[src/rtl/core_wb_arbiter.sv]
// core_wb_arbiter: two-to-one Wishbone B4 classic arbiter that merges the core's instruction and
// data ports onto one registered master port. Define WB_TIMEOUT_EN to enable the bus watchdog.
module core_wb_arbiter #(
  parameter int unsigned TIMEOUT = 1023
) (
  input  logic        clk_i,
  input  logic        rst_i,
  input  logic        iwbs_cyc_i,
  input  logic        iwbs_stb_i,
  input  logic [31:0] iwbs_addr_i,
  output logic [31:0] iwbs_dat_o,
  output logic        iwbs_ack_o,
  output logic        iwbs_err_o,
  input  logic        dwbs_cyc_i,
  input  logic        dwbs_stb_i,
  input  logic        dwbs_we_i,
  input  logic [3:0]  dwbs_sel_i,
  input  logic [31:0] dwbs_addr_i,
  input  logic [31:0] dwbs_dat_i,
  output logic [31:0] dwbs_dat_o,
  output logic        dwbs_ack_o,
  output logic        dwbs_err_o,
  output logic        wbm_cyc_o,
  output logic        wbm_stb_o,
  output logic        wbm_we_o,
  output logic [3:0]  wbm_sel_o,
  output logic [31:0] wbm_addr_o,
  output logic [31:0] wbm_dat_o,
  input  logic [31:0] wbm_dat_i,
  input  logic        wbm_ack_i,
  input  logic        wbm_err_i
);

  typedef enum logic [1:0] {IDLE, IBUS, DBUS} state_t;

  state_t state, state_nxt;
  logic   last_gnt;
  logic   i_req, d_req;
  logic   gnt_i, gnt_d;
  logic   bus_done;
  logic   timeout_hit;
  logic   i_owner, d_owner;

  if (TIMEOUT < 1 || TIMEOUT > 65535) begin : g_timeout_range
    $error("core_wb_arbiter: TIMEOUT must lie within 1..65535");
  end

  assign i_req    = iwbs_cyc_i & iwbs_stb_i;
  assign d_req    = dwbs_cyc_i & dwbs_stb_i;
  assign bus_done = wbm_ack_i | wbm_err_i | timeout_hit;

  // last_gnt = 1 means the data port was served last, so a tie goes to the instruction port
  always_comb begin
    state_nxt = state;
    gnt_i     = 1'b0;
    gnt_d     = 1'b0;
    case (state)
      IDLE: begin
        if (d_req && (!i_req || !last_gnt)) begin
          gnt_d = 1'b1;
        end else if (i_req) begin
          gnt_i = 1'b1;
        end
        if (gnt_d) begin
          state_nxt = DBUS;
        end else if (gnt_i) begin
          state_nxt = IBUS;
        end
      end
      IBUS, DBUS: begin
        if (bus_done) begin
          state_nxt = IDLE;
        end
      end
      default: state_nxt = IDLE;
    endcase
  end

  always_ff @(posedge clk_i) begin
    if (!rst_i) begin
      state <= IDLE;
    end else begin
      state <= state_nxt;
    end
  end

  // Bus fields are only loaded on a grant, so they hold through the idle cycle after a response
  always_ff @(posedge clk_i) begin
    if (!rst_i) begin
      last_gnt   <= 1'b0;
      wbm_cyc_o  <= 1'b0;
      wbm_stb_o  <= 1'b0;
      wbm_we_o   <= 1'b0;
      wbm_sel_o  <= 4'h0;
      wbm_addr_o <= 32'h0;
      wbm_dat_o  <= 32'h0;
    end else if (gnt_d) begin
      last_gnt   <= 1'b1;
      wbm_cyc_o  <= 1'b1;
      wbm_stb_o  <= 1'b1;
      wbm_we_o   <= dwbs_we_i;
      wbm_sel_o  <= dwbs_sel_i;
      wbm_addr_o <= dwbs_addr_i;
      wbm_dat_o  <= dwbs_dat_i;
    end else if (gnt_i) begin
      last_gnt   <= 1'b0;
      wbm_cyc_o  <= 1'b1;
      wbm_stb_o  <= 1'b1;
      wbm_we_o   <= 1'b0;
      wbm_sel_o  <= 4'hF;
      wbm_addr_o <= iwbs_addr_i;
      wbm_dat_o  <= 32'h0;
    end else if (bus_done) begin
      wbm_cyc_o  <= 1'b0;
      wbm_stb_o  <= 1'b0;
    end
  end

`ifdef WB_TIMEOUT_EN
  localparam logic [15:0] TIMEOUT_CNT = TIMEOUT[15:0];

  logic [15:0] to_cnt;

  always_ff @(posedge clk_i) begin
    if (!rst_i) begin
      to_cnt <= 16'h0;
    end else if (gnt_i || gnt_d) begin
      to_cnt <= 16'h0;
    end else if (wbm_cyc_o && !wbm_ack_i && !wbm_err_i) begin
      to_cnt <= to_cnt + 16'd1;
    end
  end

  assign timeout_hit = wbm_cyc_o && (to_cnt == TIMEOUT_CNT);
`else
  assign timeout_hit = 1'b0;
`endif

  // A flushed master has dropped cyc, which is what discards the late response
  assign i_owner    = rst_i & (state == IBUS);
  assign d_owner    = rst_i & (state == DBUS);
  assign iwbs_ack_o = i_owner & wbm_ack_i & ~wbm_err_i & iwbs_cyc_i;
  assign iwbs_err_o = i_owner & (wbm_err_i | timeout_hit) & iwbs_cyc_i;
  assign dwbs_ack_o = d_owner & wbm_ack_i & ~wbm_err_i & dwbs_cyc_i;
  assign dwbs_err_o = d_owner & (wbm_err_i | timeout_hit) & dwbs_cyc_i;
  assign iwbs_dat_o = wbm_dat_i;
  assign dwbs_dat_o = wbm_dat_i;

endmodule

[config.mk]
export PLATFORM = sky130hd
export DESIGN_NAME = core_wb_arbiter
export DESIGN_NICKNAME = d
export VERILOG_FILES = /design/src/rtl/core_wb_arbiter.sv
export SDC_FILE = /design/constraint.sdc
export NUM_CORES = 1
export LEC_CHECK = 0
export CAP_MARGIN = 10
export CORE_MARGIN = 10
export CORE_UTILIZATION = 36
export DETAILED_ROUTE_END_ITERATION = 8
export GPL_TIMING_DRIVEN = 0
export PLACE_DENSITY = 0.78
export SETUP_SLACK_MARGIN = 0.05
export SLEW_MARGIN = 20
export SYNTH_ARGS = -nofsm -noshare
export SYNTH_HDL_FRONTEND = slang
export SYNTH_SLANG_ARGS = --single-unit
[constraint.sdc]
create_clock -name clk_i -period 1.6 [get_ports clk_i]
set_input_delay 0.24 -clock clk_i [delete_from_list [all_inputs] [get_ports clk_i]]
set_output_delay 0.24 -clock clk_i [all_outputs]
set_load 0.01 [all_outputs]
==> results.json, run 1 <==
{
  "layout-drive-gt1-share_pct": 24.2,
  "cts.sinks": 73,
  "route.detailed.drc": 0,
  "diodes": 0,
  "synth_edf_count": 0,
  "min_period_over_period_pct": 97.5,
  "period_needed_ns": 1.56,
  "synth.top_cells.by_area": "dfxtp_1 (37%), buf_4 (13%), o41ai_2 (6.1%)",
  "yosysTopAreaCellShare_pct": 36.5,
  "worstReg2RegEnd": "wbm_addr_o[23]$_SDFFE_PN0P_",
  "path_class": "in -> out",
  "cts_made_buffers": 9,
  "hold_ws_ns": 0.355,
  "die_y_um": 125,
  "die_w_um": 125,
  "finalNonFillerCells": 863,
  "ir_worst_vdd_v": 0.000497,
  "leakage_nw": 3.01,
  "yosys_warnings": 0,
  "power_w": 0.00528,
  "setup_viol": 0,
  "syn_to_final_growth_pct": 78.1,
  "netlist_area_um2": 4000,
  "via_per_inst": 5.28,
  "p_per_area_nw_per_um2": 741,
  "worstPathMaxFanout": 10,
  "cap_viol_max_count": 0,
  "crit_required_ns": 1.36,
  "utilization_pct": 65.8,
  "start_util_pct": 36.9,
  "ctsLongestPathBuffers": 2,
  "synth_area_leader_cell": "dfxtp_1",
  "rrSetupSlack_ns": 0.08,
  "slew_viol_final": 0,
  "drtAntennaViolNets": 0,
  "portBuffers": 247,
  "clk_pin_slew_ns": 0.08,
  "num_io_pins": 280,
  "place_inst": 842,
  "synth-seq-area-share_pct": 36.5,
  "grt_pass1_wl_um": 27400,
  "hp-class": "in -> reg",
  "syn_nets": 599,
  "post-dp-hpwl_um": 14100,
  "grt_max_degree": 15,
  "clock_latency_ns": 0.34,
  "hold_violations": 0,
  "rsz0062_at_grt": "true",
  "fmax_mhz": 641,
  "routedWlPerCell_um": 20.9,
  "antenna_found_initial": 0,
  "core-area_um2": 10800,
  "relSlewSlack_pct": 67.4,
  "tightest_slew_ns": 0.489,
  "async_flop_share_pct": 0,
  "finClkSkew_ns": 0.0105,
  "nets": 862,
  "synth_most_common_cell": "dfxtp_1",
  "synth.distinct_cells": 29,
  "ys.flop_type": "dfxtp_1",
  "start_kind": "input pin",
  "r2r_cells": 7,
  "routed_wl_um": 18000,
  "reg2reg_from": "state[1]$_SDFFE_PN0P_",
  "cts_tree": "yes",
  "grt_usage_pct": 21.2,
  "gr-total-overflow": 0,
  "setup_tns_ns": 0,
  "drtIter0Drc": 296,
  "startpoint": "rst_i",
  "grt_pass1_vias": 4709,
  "htree_num_levels": 3,
  "postCtsHoldBufs": 0,
  "synth_seq_cells": 73,
  "vias": 4555,
  "die_area_um2": 15700,
  "synthTopCellsByCount": "dfxtp_1 (73), buf_4 (69), nand3_1 (36)",
  "place.gp.congestion": 0.814,
  "status": "finished clean",
  "syn_area_per_cell_um2": 8.80,
  "syn_inst": 455,
  "rows": 38,
  "dr.pass1.iters": 5,
  "cp.arrival_ns": 1.32,
  "cts-root-buf": "clkbuf_8",
  "worstSetupEndpoint": "dwbs_err_o",
  "cp-end-kind": "output pin"
}
-- registers in the layout, summed over array words and instances (netlist names) --
signal      flops
wbm_addr_o     32
last_gnt        1
wbm_we_o        1
state           2
wbm_sel_o       4
wbm_dat_o      32
wbm_stb_o       1
-- where the power goes --
group | internal (W) | switching, W
registers | 0.00196 | 0.0000769
clock network | 0.000735 | 0.000788
logic | 0.000978 | 0.000747
-- stage by stage --
stage,area (um2),setup WS (ns)
detailed placement,6650,-0.875
finish,7130,0.0395
CTS,6940,0.0572
global placement,6650,-0.842
floorplan,4000,0.131
global route,7130,-0.0105
-- area by class of cell --
cell class	instances	area, um2
buffer	115	818
inverter	4	15.0
clock inverter	7	77.6
multi-input combinational	263	1870
timing repair buffer	252	2580
sequential	73	1470
fill	908	3710
clock buffer	9	124
tap	140	175
-- layout by cell type (no fill, tap or decap), types with 8 or more instances in the layout --
cell type and count:
o41ai_2 21, o21ai_0 35, clkbuf_2 10, clkbuf_8 9, o41ai_1 11, buf_2 14
o211ai_1 32, clkdlybuf4s50_1 224, dlymetal6s2s_1 17, nor3_1 32, a21boi_1 14, nand3_1 34
dfxtp_1 70, a21oi_1 30, buf_4 75, a21boi_0 21, clkbuf_4 8
-- worst max-delay path: stages --
cell             delay [ns]
clkdlybuf4s15_1        0.35
clkbuf_4               0.31
nand3_2                0.13
nor2_1                 0.13
buf_2                  0.15
-- kinds of logic after synthesis --
kind of cell	after synthesis	share of synthesized area, %
fa+ha+maj	3	0.938
buf+inv	119	19.1
flops	73	36.5
simple gates	85	10.5
compound gates	175	33.0
-- routing by layer --
layer / vias to the layer above / wire (um) / track usage [%]
met5: - / 0 / 0
met4: 0 / 258 / 5.56
met3: 21 / 1550 / 7.31
met2: 233 / 8950 / 36.6
met1: 2150 / 7250 / 24.3
li1: 2151 / - / -
-- how the worst min path moves through the flow --
stage | from | end | cells past startpoint
finish | dwbs_cyc_i | state[1]$_SDFFE_PN0P_ | 3
global route | dwbs_cyc_i | state[1]$_SDFFE_PN0P_ | 3
CTS | dwbs_dat_i[18] | wbm_dat_o[18]$_SDFFE_PN0P_ | 3
detailed placement | wbm_dat_o[19]$_SDFFE_PN0P_ | wbm_dat_o[19]$_SDFFE_PN0P_ | 2
global placement | wbm_dat_o[17]$_SDFFE_PN0P_ | wbm_dat_o[17]$_SDFFE_PN0P_ | 2
floorplan | dwbs_dat_i[16] | wbm_dat_o[16]$_SDFFE_PN0P_ | 2
-- what timing repair did --
item,in CTS,in global routing
pin swaps,2,20
setup buffers,1,2
resized for setup,48,68
setup endpoints to repair,71,90
endpoints found under the hold margin,0,0
gates cloned,1,1
(Power assumes the default switching activity.)
==> run 2: changes to the inputs <==
GPL_TIMING_DRIVEN = not set   (was 0)
==> results.json, run 2 (same netlist as run 1, synthesis figures left out) <==
{
  "routedWlPerCell_um": 20.8,
  "cts.sinks": 73,
  "core-area_um2": 10800,
  "grt_pass1_wl_um": 22600,
  "grt_max_degree": 46,
  "setup_ws_ns": 0.0753,
  "grt_pass1_vias": 4113,
  "period_needed_ns": 1.52,
  "clock_latency_ns": 0.35,
  "vias": 4020,
  "route.detailed.drc": 0,
  "utilization_pct": 56.3,
  "diodes": 0,
  "tightest_slew_ns": 0.434,
  "relSlewSlack_pct": 71.1,
  "die_y_um": 125,
  "final_common_cell": "clkdlybuf4s50_1",
  "min_period_over_period_pct": 95.3,
  "grt_usage_pct": 17.2,
  "multiInputGateArea_um2": 1860,
  "cp.arrival_ns": 1.77,
  "fmax_mhz": 656,
  "cts_tree": "yes",
  "die_w_um": 125,
  "cp-end-kind": "register",
  "rows": 38,
  "finClkSkew_ns": 0.0125,
  "via_per_inst": 5.58,
  "power_w": 0.00512,
  "layout-drive-gt1-share_pct": 17.9,
  "dr.pass1.iters": 4,
  "hp-class": "in -> reg",
  "syn_to_final_growth_pct": 52.5,
  "gr-total-overflow": 0,
  "register_area_um2": 1460,
  "top_regs": "wbm_addr_o: 32 flops, wbm_dat_o: 32 flops, wbm_sel_o: 4 flops",
  "portBuffers": 183,
  "post-dp-hpwl_um": 10800,
  "cts_made_buffers": 9,
  "worstPathMaxFanout": 9,
  "start_kind": "register",
  "die_area_um2": 15700,
  "cap_viol_max_count": 0,
  "setup_tns_ns": 0,
  "setup_viol": 0,
  "crit_required_ns": 1.84,
  "status": "finished clean",
  "fillers": 957,
  "htree_num_levels": 3,
  "ir_worst_vdd_v": 0.000494,
  "clk_pin_slew_ns": 0.08,
  "start_util_pct": 36.9,
  "nets": 720,
  "p_per_area_nw_per_um2": 839,
  "intPower_w": 0.00363,
  "num_io_pins": 280,
  "antenna_found_initial": 0,
  "pwr-share-seq_pct": 39.8,
  "rsz0062_at_grt": "true",
  "leakage_nw": 2.42,
  "hold_violations": 0,
  "finalNonFillerCells": 721,
  "ctsLongestPathBuffers": 2,
  "drtAntennaViolNets": 0,
  "slew_viol_final": 0,
  "place_inst": 695,
  "place.gp.congestion": 0.787,
  "routed_wl_um": 15000,
  "drtIter0Drc": 363,
  "layout_common_cells": "clkdlybuf4s50_1 (164), dfxtp_1 (71), o21ai_0 (35)",
  "cts-root-buf": "clkbuf_8",
  "post-place-ws_ns": -0.318,
  "swShare_pct": 29.0,
  "comb_power_share_pct": 27.6,
  "pwr-share-clk_pct": 32.6,
  "power.switching_w": 0.00149,
  "path_class": "reg -> reg"
}
==> run 2: final timing paths <==
kind,start,end,slack (ns),depth (start not counted)
worst min register to register,wbm_dat_o[11]$_SDFFE_PN0P_,wbm_dat_o[11]$_SDFFE_PN0P_,0.48,2
worst max register to register,state[0]$_SDFFE_PN0P_,wbm_addr_o[12]$_SDFFE_PN0P_,0.08,7
worst max-delay path,state[0]$_SDFFE_PN0P_,wbm_addr_o[12]$_SDFFE_PN0P_,0.08,7
worst min-delay path,rst_i,wbm_stb_o$_SDFFE_PN0P_,0.38,3
==> run 2: final cells by class <==
class / count / area share (%)
Clock buffer: 9 / 2.03
Sequential cell: 73 / 24.0
Tap cell: 140 / 2.87
Clock inverter: 7 / 1.66
Timing Repair Buffer: 225 / 38.7
Multi-Input combinational cell: 263 / 30.5
Inverter: 4 / 0.246
==> run 2: worst max-delay path, stage by stage (launching register included) <==
cell and delay, ns:
dfxtp_2 0.34, inv_2 0.08, ha_4 0.14, and3_4 0.23, buf_12 0.13, buf_12 0.12, a21oi_1 0.08, o41ai_2 0.30
==> run 2: per-stage QoR <==
stage / cell area, um2 / hold slack [ns]
2_1_floorplan: 4000 / 0.387
3_3_place_gp: 5610 / 0.464
3_5_place_dp: 5610 / 0.471
4_1_cts: 5840 / 0.359
5_1_grt: 6110 / 0.368
6_report: 6110 / 0.384
==> run 2: metal layers <==
metal  vias up  share of wire, %  GRT usage, %
met2       188                49          29.1
li1       1862                 -             -
met3        31               9.0          7.69
met4         0               2.4          5.69
met5         -                 0             0
met1      1939                39          18.7
==> run 2: what timing repair did <==
action | 4_1_cts | 5_1_grt
hold buffers | 0 | 0
endpoints found under the hold margin | 0 | 0
pin swaps | 6 | 12
endpoints found under the setup margin | 31 | 79
setup buffers | 0 | 6
resized for setup | 24 | 32
cloned | 0 | 4
==> run 2: power by group through the flow <==
stage / Sequential (W) / Clock, W / Combinational (W)
floorplan: 0.00212 / 0 / 0.000661
global placement: 0.00207 / 0 / 0.00130
detailed placement: 0.00207 / 0 / 0.00132
CTS: 0.00204 / 0.00171 / 0.00133
global route: 0.00205 / 0.00180 / 0.00151
finish: 0.00204 / 0.00167 / 0.00141
